==> src/rtl/serial_word_receiver.sv <==
// Serial-to-parallel word receiver: frames a serial bit stream (LSB- or MSB-first)
// into WIDTH-bit words, buffers one word on a valid/ready port, flags dropped words.
//
// state | meaning
// IDLE  | waiting for a start bit
// RECV  | frame in progress, cnt bits collected so far
module serial_word_receiver #(
  parameter int WIDTH = 4
) (
  input  logic             clk,
  input  logic             rst,
  input  logic             sin,
  input  logic             sin_valid,
  input  logic             start,
  input  logic             dir,
  output logic [WIDTH-1:0] q,
  output logic             q_valid,
  input  logic             q_ready,
  output logic             busy,
  output logic             overrun,
  input  logic             clr_ovr
);

  localparam int CW = (WIDTH > 2) ? $clog2(WIDTH) : 1;

  typedef enum logic {
    IDLE = 1'b0,
    RECV = 1'b1
  } state_t;

  state_t           state_q, state_d;
  logic [WIDTH-1:0] sr_q, sr_d;
  logic [CW-1:0]    cnt_q, cnt_d;
  logic             dir_q, dir_d;
  logic [WIDTH-1:0] q_q, q_d;
  logic             q_valid_q, q_valid_d;
  logic             overrun_q, overrun_d;

  logic             done;
  logic [WIDTH-1:0] word;
  logic [WIDTH-1:0] first_word;

  always_ff @(posedge clk or posedge rst) begin
    if (rst) begin
      state_q   <= IDLE;
      sr_q      <= '0;
      cnt_q     <= '0;
      dir_q     <= 1'b0;
      q_q       <= '0;
      q_valid_q <= 1'b0;
      overrun_q <= 1'b0;
    end else begin
      state_q   <= state_d;
      sr_q      <= sr_d;
      cnt_q     <= cnt_d;
      dir_q     <= dir_d;
      q_q       <= q_d;
      q_valid_q <= q_valid_d;
      overrun_q <= overrun_d;
    end
  end

  always_comb begin
    state_d    = state_q;
    sr_d       = sr_q;
    cnt_d      = cnt_q;
    dir_d      = dir_q;
    q_d        = q_q;
    q_valid_d  = q_valid_q;
    overrun_d  = overrun_q;
    done       = 1'b0;
    word       = sr_q;
    // The first bit of a frame shifts with the incoming dir, not the latched one.
    first_word = dir ? {sr_q[WIDTH-2:0], sin} : {sin, sr_q[WIDTH-1:1]};

    if (clr_ovr) overrun_d = 1'b0;
    if (q_valid_q && q_ready) q_valid_d = 1'b0;

    case (state_q)
      IDLE: begin
        if (sin_valid && start) begin
          dir_d   = dir;
          sr_d    = first_word;
          cnt_d   = CW'(1);
          state_d = RECV;
        end
      end
      RECV: begin
        if (sin_valid) begin
          if (start) begin
            dir_d = dir;
            sr_d  = first_word;
            cnt_d = CW'(1);
          end else begin
            word = dir_q ? {sr_q[WIDTH-2:0], sin} : {sin, sr_q[WIDTH-1:1]};
            sr_d = word;
            if (cnt_q == CW'(WIDTH - 1)) begin
              done    = 1'b1;
              cnt_d   = '0;
              state_d = IDLE;
            end else begin
              cnt_d = cnt_q + CW'(1);
            end
          end
        end
      end
      default: state_d = IDLE;
    endcase

    if (done) begin
      if (!q_valid_q || q_ready) begin
        q_d       = word;
        q_valid_d = 1'b1;
      end else begin
        overrun_d = 1'b1;
      end
    end
  end

  assign q       = q_q;
  assign q_valid = q_valid_q;
  assign busy    = (state_q == RECV);
  assign overrun = overrun_q;

endmodule
==> config.mk <==
export PLATFORM = sky130hd
export DESIGN_NAME = serial_word_receiver
export DESIGN_NICKNAME = d
export VERILOG_FILES = /design/src/rtl/serial_word_receiver.sv
export SDC_FILE = /design/constraint.sdc
export NUM_CORES = 1
export LEC_CHECK = 0
export ABC_AREA = 1
export CORE_MARGIN = 2
export CORE_UTILIZATION = 45
export DETAILED_ROUTE_END_ITERATION = 8
export PLACE_DENSITY = 0.74
export SLEW_MARGIN = 10
export SYNTH_ARGS = -nofsm -noshare
export SYNTH_HDL_FRONTEND = slang
export SYNTH_SLANG_ARGS = --single-unit
==> constraint.sdc <==
create_clock -name clk -period 1.3 [get_ports clk]
set_input_delay 0.26 -clock clk [delete_from_list [all_inputs] [get_ports clk]]
set_output_delay 0.26 -clock clk [all_outputs]
set_load 0.005 [all_outputs]
Word level (Yosys, flattened, before mapping)
Cells that the tools add are included.
{"block": "op_classes", "add_sub_neg": 1, "n_eq_ne": 4, "n_mux": 33, "bitwise": 1, "n_reduce_logical": 7}
{"cell": "$mux W4", "count": 8}
{"cell": "$mux W1", "count": 17}
{"cell": "$mux W2", "count": 4}
{"cell": "$pmux W4 S2", "count": 1}
{"cell": "$ne A2 B2 Y1 const B", "count": 3}
{"cell": "$pmux W1 S2", "count": 2}
{"cell": "$pmux W2 S2", "count": 1}
{"cell": "$reduce_and A2 Y1", "count": 2}
{"cell": "$reduce_and A3 Y1", "count": 1}
{"cell": "$add A2 B1 Y2 const B", "count": 1}
{"cell": "$eq A2 B2 Y1 const B", "count": 1}
{"cell": "$logic_and A1 B1 Y1", "count": 2}
{"cell": "$logic_not A1 Y1", "count": 1}
{"cell": "$logic_or A1 B1 Y1", "count": 1}
{"cell": "$not A1 Y1", "count": 1}
{"block": "word_totals", "ff_bits": 14, "inputBits": 8, "out_inout_bits": 7}

Logic depth before layout (Yosys ltp)
{"block": "logic_depth", "depth_word": 6, "depth_mapped": 7, "mapped_depth_nobuf": 7}

Worst setup path before layout
OpenSTA, ideal clock, no wires.
{"block": "synth_path", "path_kind": "register -> register", "from": "register cnt_q[0]", "to": "register q_q[0] (netlist: q[0])", "setup_ns": 0.065, "t_arrival_ns": 0.974, "t_required_ns": 1.235, "setup_slack_ns": 0.261, "stages_incl_launch_ff": 6, "path_buffers": 0, "synth_period_minus_slack_ns": 1.039, "path_cell_list": "dfrtp_1 ha_1 nand4_1 nor2_2 nand2_1 nand2_1"}
{"block": "synth_between", "elab_chain_cells": 6}
{"element": "start: declaration", "line_no": "33", "source": "logic [CW-1:0] cnt_q, cnt_d;"}
{"element": "start signal: assignment", "line_no": "55", "source": "cnt_q <= cnt_d;"}
{"element": "$eq A2 B2 Y1", "line_no": "97", "source": "if (cnt_q == CW'(WIDTH - 1)) begin"}
{"element": "$mux W1", "line_no": "97"}
{"element": "$mux W1", "line_no": "90", "source": "if (start) begin"}
{"element": "$mux W1", "line_no": "89", "source": "if (sin_valid) begin"}
{"element": "$mux W1", "line_no": "79", "source": "case (state_q)"}
{"element": "$reduce_and A2 Y1 (no source line)"}
{"element": "end signal: assignment", "line_no": "57", "source": "q_q <= q_d;"}
{"element": "end: declaration", "line_no": "35", "source": "logic [WIDTH-1:0] q_q, q_d;"}
Every way passes these cells.
A chain may end at the register's enable or synchronous reset.

Worst setup path in the final report
{"block": "layout_path", "from": "register q_q[3] (netlist: q[3])", "to": "output port q[3]"}
{"element": "end: declaration", "line_no": "16", "source": "output logic [WIDTH-1:0] q,"}
No word-level cell between the ends.

==> out/results.ini <==
[grt]
overflow = 0
grt_pass1_wl_um = 2904
antenna_found_initial = 0
grt_pass1_vias = 705
grt_util_all_layers_pct = 19.93
grt_max_degree = 15

[setup_path]
cp_cell_sequence = dlygate4sd2_1
max_stage_delay_ns = 0.39
worstPathArrival_ns = 0.93
critPathSlowestCell = dfrtp_1
rrSetupSlack_ns = 0.11
startpoint = q[3]$_DFFE_PP0P_
endpoint_kind = primary output
start_kind = flop
cp_top_family = flip-flops
crit_required_ns = 1.04
crit_buf_inv = 1
critical_path.max_fanout = 2
reg2reg_from = busy$_DFF_PP0_
crit_type = reg -> out

[placed_design]
place_congestion = 0.8390
place_hpwl_um = 1314
io_buffers = 14
pre_cts_slack_ns = -0.1539

[logic_synthesis]
yosysSeqAreaShare_pct = 45.75
synthTopCellsByArea = dfrtp_1, nand2_1, nand3_1
synth_most_common_cell = nand2_1
postSynthCellCount = 110
ys_seq_elements = 14
synth-edff-count = 0
yosys_warnings = 0
yosys.area.top_type = dfrtp_1
synth.top_cells.by_count = nand2_1, dfrtp_1, nand3_1
ys_async_sr_fraction_pct = 100.0
syn_nets = 119
synth_area_um2 = 765.7
syn_avg_cell_area_um2 = 6.961
ys.flop_type = dfrtp_1
synth.top_cell.area_share_pct = 45.75
yosysUniqueCellTypes = 14

[timing]
slew_headroom_pct = 85.69
max_freq_mhz = 840.4
min_period_over_period_pct = 91.53
final-hold-violation-count = 0
drv_slew = 0
period_needed_ns = 1.190
max_slew.worst_pin.slew_ns = 0.2147
rsz0062_at_grt = false
setup_violations = 0
finalWorstSetupSlack_ns = 0.1101
skew_ns = 0.005599

[routing]
ant_nets = 0
drcViolationCount = 0
drt_pre_antenna_iters = 4
via_per_inst = 5.092
wl_per_cell_um = 11.01
vias = 774
initialDrtViolationCount = 8
wl_um = 1674

[clock_tree]
h-tree-depth = 1
numClockSinks = 14
clk_pin_slew_worst_paths_ns = 0.08
clockBufferDepth = 2
clockRootBuffer = clkbuf_4
worstSkewPairLatency_ns = 0.28
cts_buffers = 3
cts_tree = yes

[power_and_ir_drop]
power_density_nw_per_um2 = 1685
p_leak_nw = 0.5874
ir_drop_v = 0.001038
total_power_mw = 1.697

[flow_run]
drv_cap = 0

[floorplanning]
initial_core_util_pct = 49.12
io_pins = 15
core-area_um2 = 1559
core.rowCount = 14
die_x_um = 45.25
die_h_um = 45.25
dieArea_um2 = 2048

[cells_and_area]
diodes = 0
seq_area_um2 = 350.3
multi_input_area_um2 = 381.6
layout.nets = 147
syn2layout_area_growth_pct = 31.54
fillers = 157
layout-drive-gt1-share_pct = 13.24

[worst_hold_path]
holdCritPathClass = in -> async

[status]
outcome = finished, final reports clean

[placed cells by master (no fill, tap or decap)]
| cell | count |
|---|---|
| dlygate4sd2_1 | 7 |
| nand3_1 | 13 |
| inv_2 | 1 |
| nand3_2 | 1 |
| nand4_1 | 1 |
| dfrtp_1 | 14 |
| nand2_1 | 65 |
| o21ai_0 | 1 |
| clkdlybuf4s50_1 | 7 |
| o21ai_2 | 1 |
| o22ai_1 | 1 |
| buf_4 | 9 |
| clkbuf_4 | 3 |
| nand2_2 | 1 |
| inv_1 | 8 |
| ha_1 | 1 |
| nor2_2 | 1 |
| nor2_4 | 1 |
[cell families (layout without fill, tap and decap cells)]
logic type | after synthesis | count (layout) | share of synthesized area, %
AO/OA/AOI/OAI | 3 | 3 | 2.614
buffers and inverters | 9 | 35 | 4.411
flip-flops | 14 | 14 | 45.75
AND/OR/NAND/NOR | 83 | 83 | 45.59
adder cells (fa/ha/maj) | 1 | 1 | 1.634
[final timing paths]
kind,depth (start not counted),to
worst max-delay path,1,q[3]
worst min-delay path,3,cnt_q[1]$_DFFE_PP0P_
worst max register to register,7,sr_q[0]$_DFFE_PP0P_
worst min register to register,2,q[0]$_DFFE_PP0P_
max in group asynchronous,3,dir_q$_DFFE_PP0P_
min in group clk,2,q[0]$_DFFE_PP0P_
[flip-flops by register name, indices dropped and copies added, names as in the netlist]
signal   count
dir_q        1
overrun      1
busy         1
q_valid      1
sr_q         4
cnt_q        2
q            4
[final cells by class]
| type | count | area share (%) |
|---|---|---|
| clock buffer | 3 | 2.236 |
| tap | 16 | 1.988 |
| multi-input combinational | 87 | 37.89 |
| sequential | 14 | 34.78 |
| inverter | 9 | 3.354 |
| timing repair buffer | 23 | 19.75 |
[per-stage QoR]
step | area [um^2] | hold WS [ns] | setup TNS [ns] | util [%] | instances
floorplan | 765.7 | 0.1492 | 0 | - | 110
global placement | 985.9 | 0.4659 | -1.061 | 63.24 | 148
detailed placement | 985.9 | 0.4645 | -1.244 | 63.24 | 148
CTS | 1007 | 0.2758 | 0 | 64.61 | 152
global route | 1007 | 0.3092 | 0 | 64.61 | 152
finish | 1007 | 0.2636 | 0 | 64.61 | 152
[metal layers]
layer | routed length, um | track usage, %
met2 | 775 | 32.57
met4 | 28 | 8.824
met3 | 56 | 2.400
met1 | 813 | 26.40
met5 | 0 | 0
[repair_timing]
| item | 4_1_cts | 5_1_grt |
|---|---|---|
| setup endpoints to repair | 7 | 0 |
| setup buffers | 1 | 0 |
| gates resized for setup | 7 | 0 |
| hold buffers | 0 | 0 |
[power breakdown]
part           internal, mW  total (mW)  leakage [nW]  switching (mW)
Combinational         0.336       0.711         0.397           0.374
Clock                 0.108       0.247        0.0138           0.139
Sequential            0.589       0.739         0.176           0.150
Total                  1.03        1.70         0.587           0.663
Power figures use the tool's default switching activity.
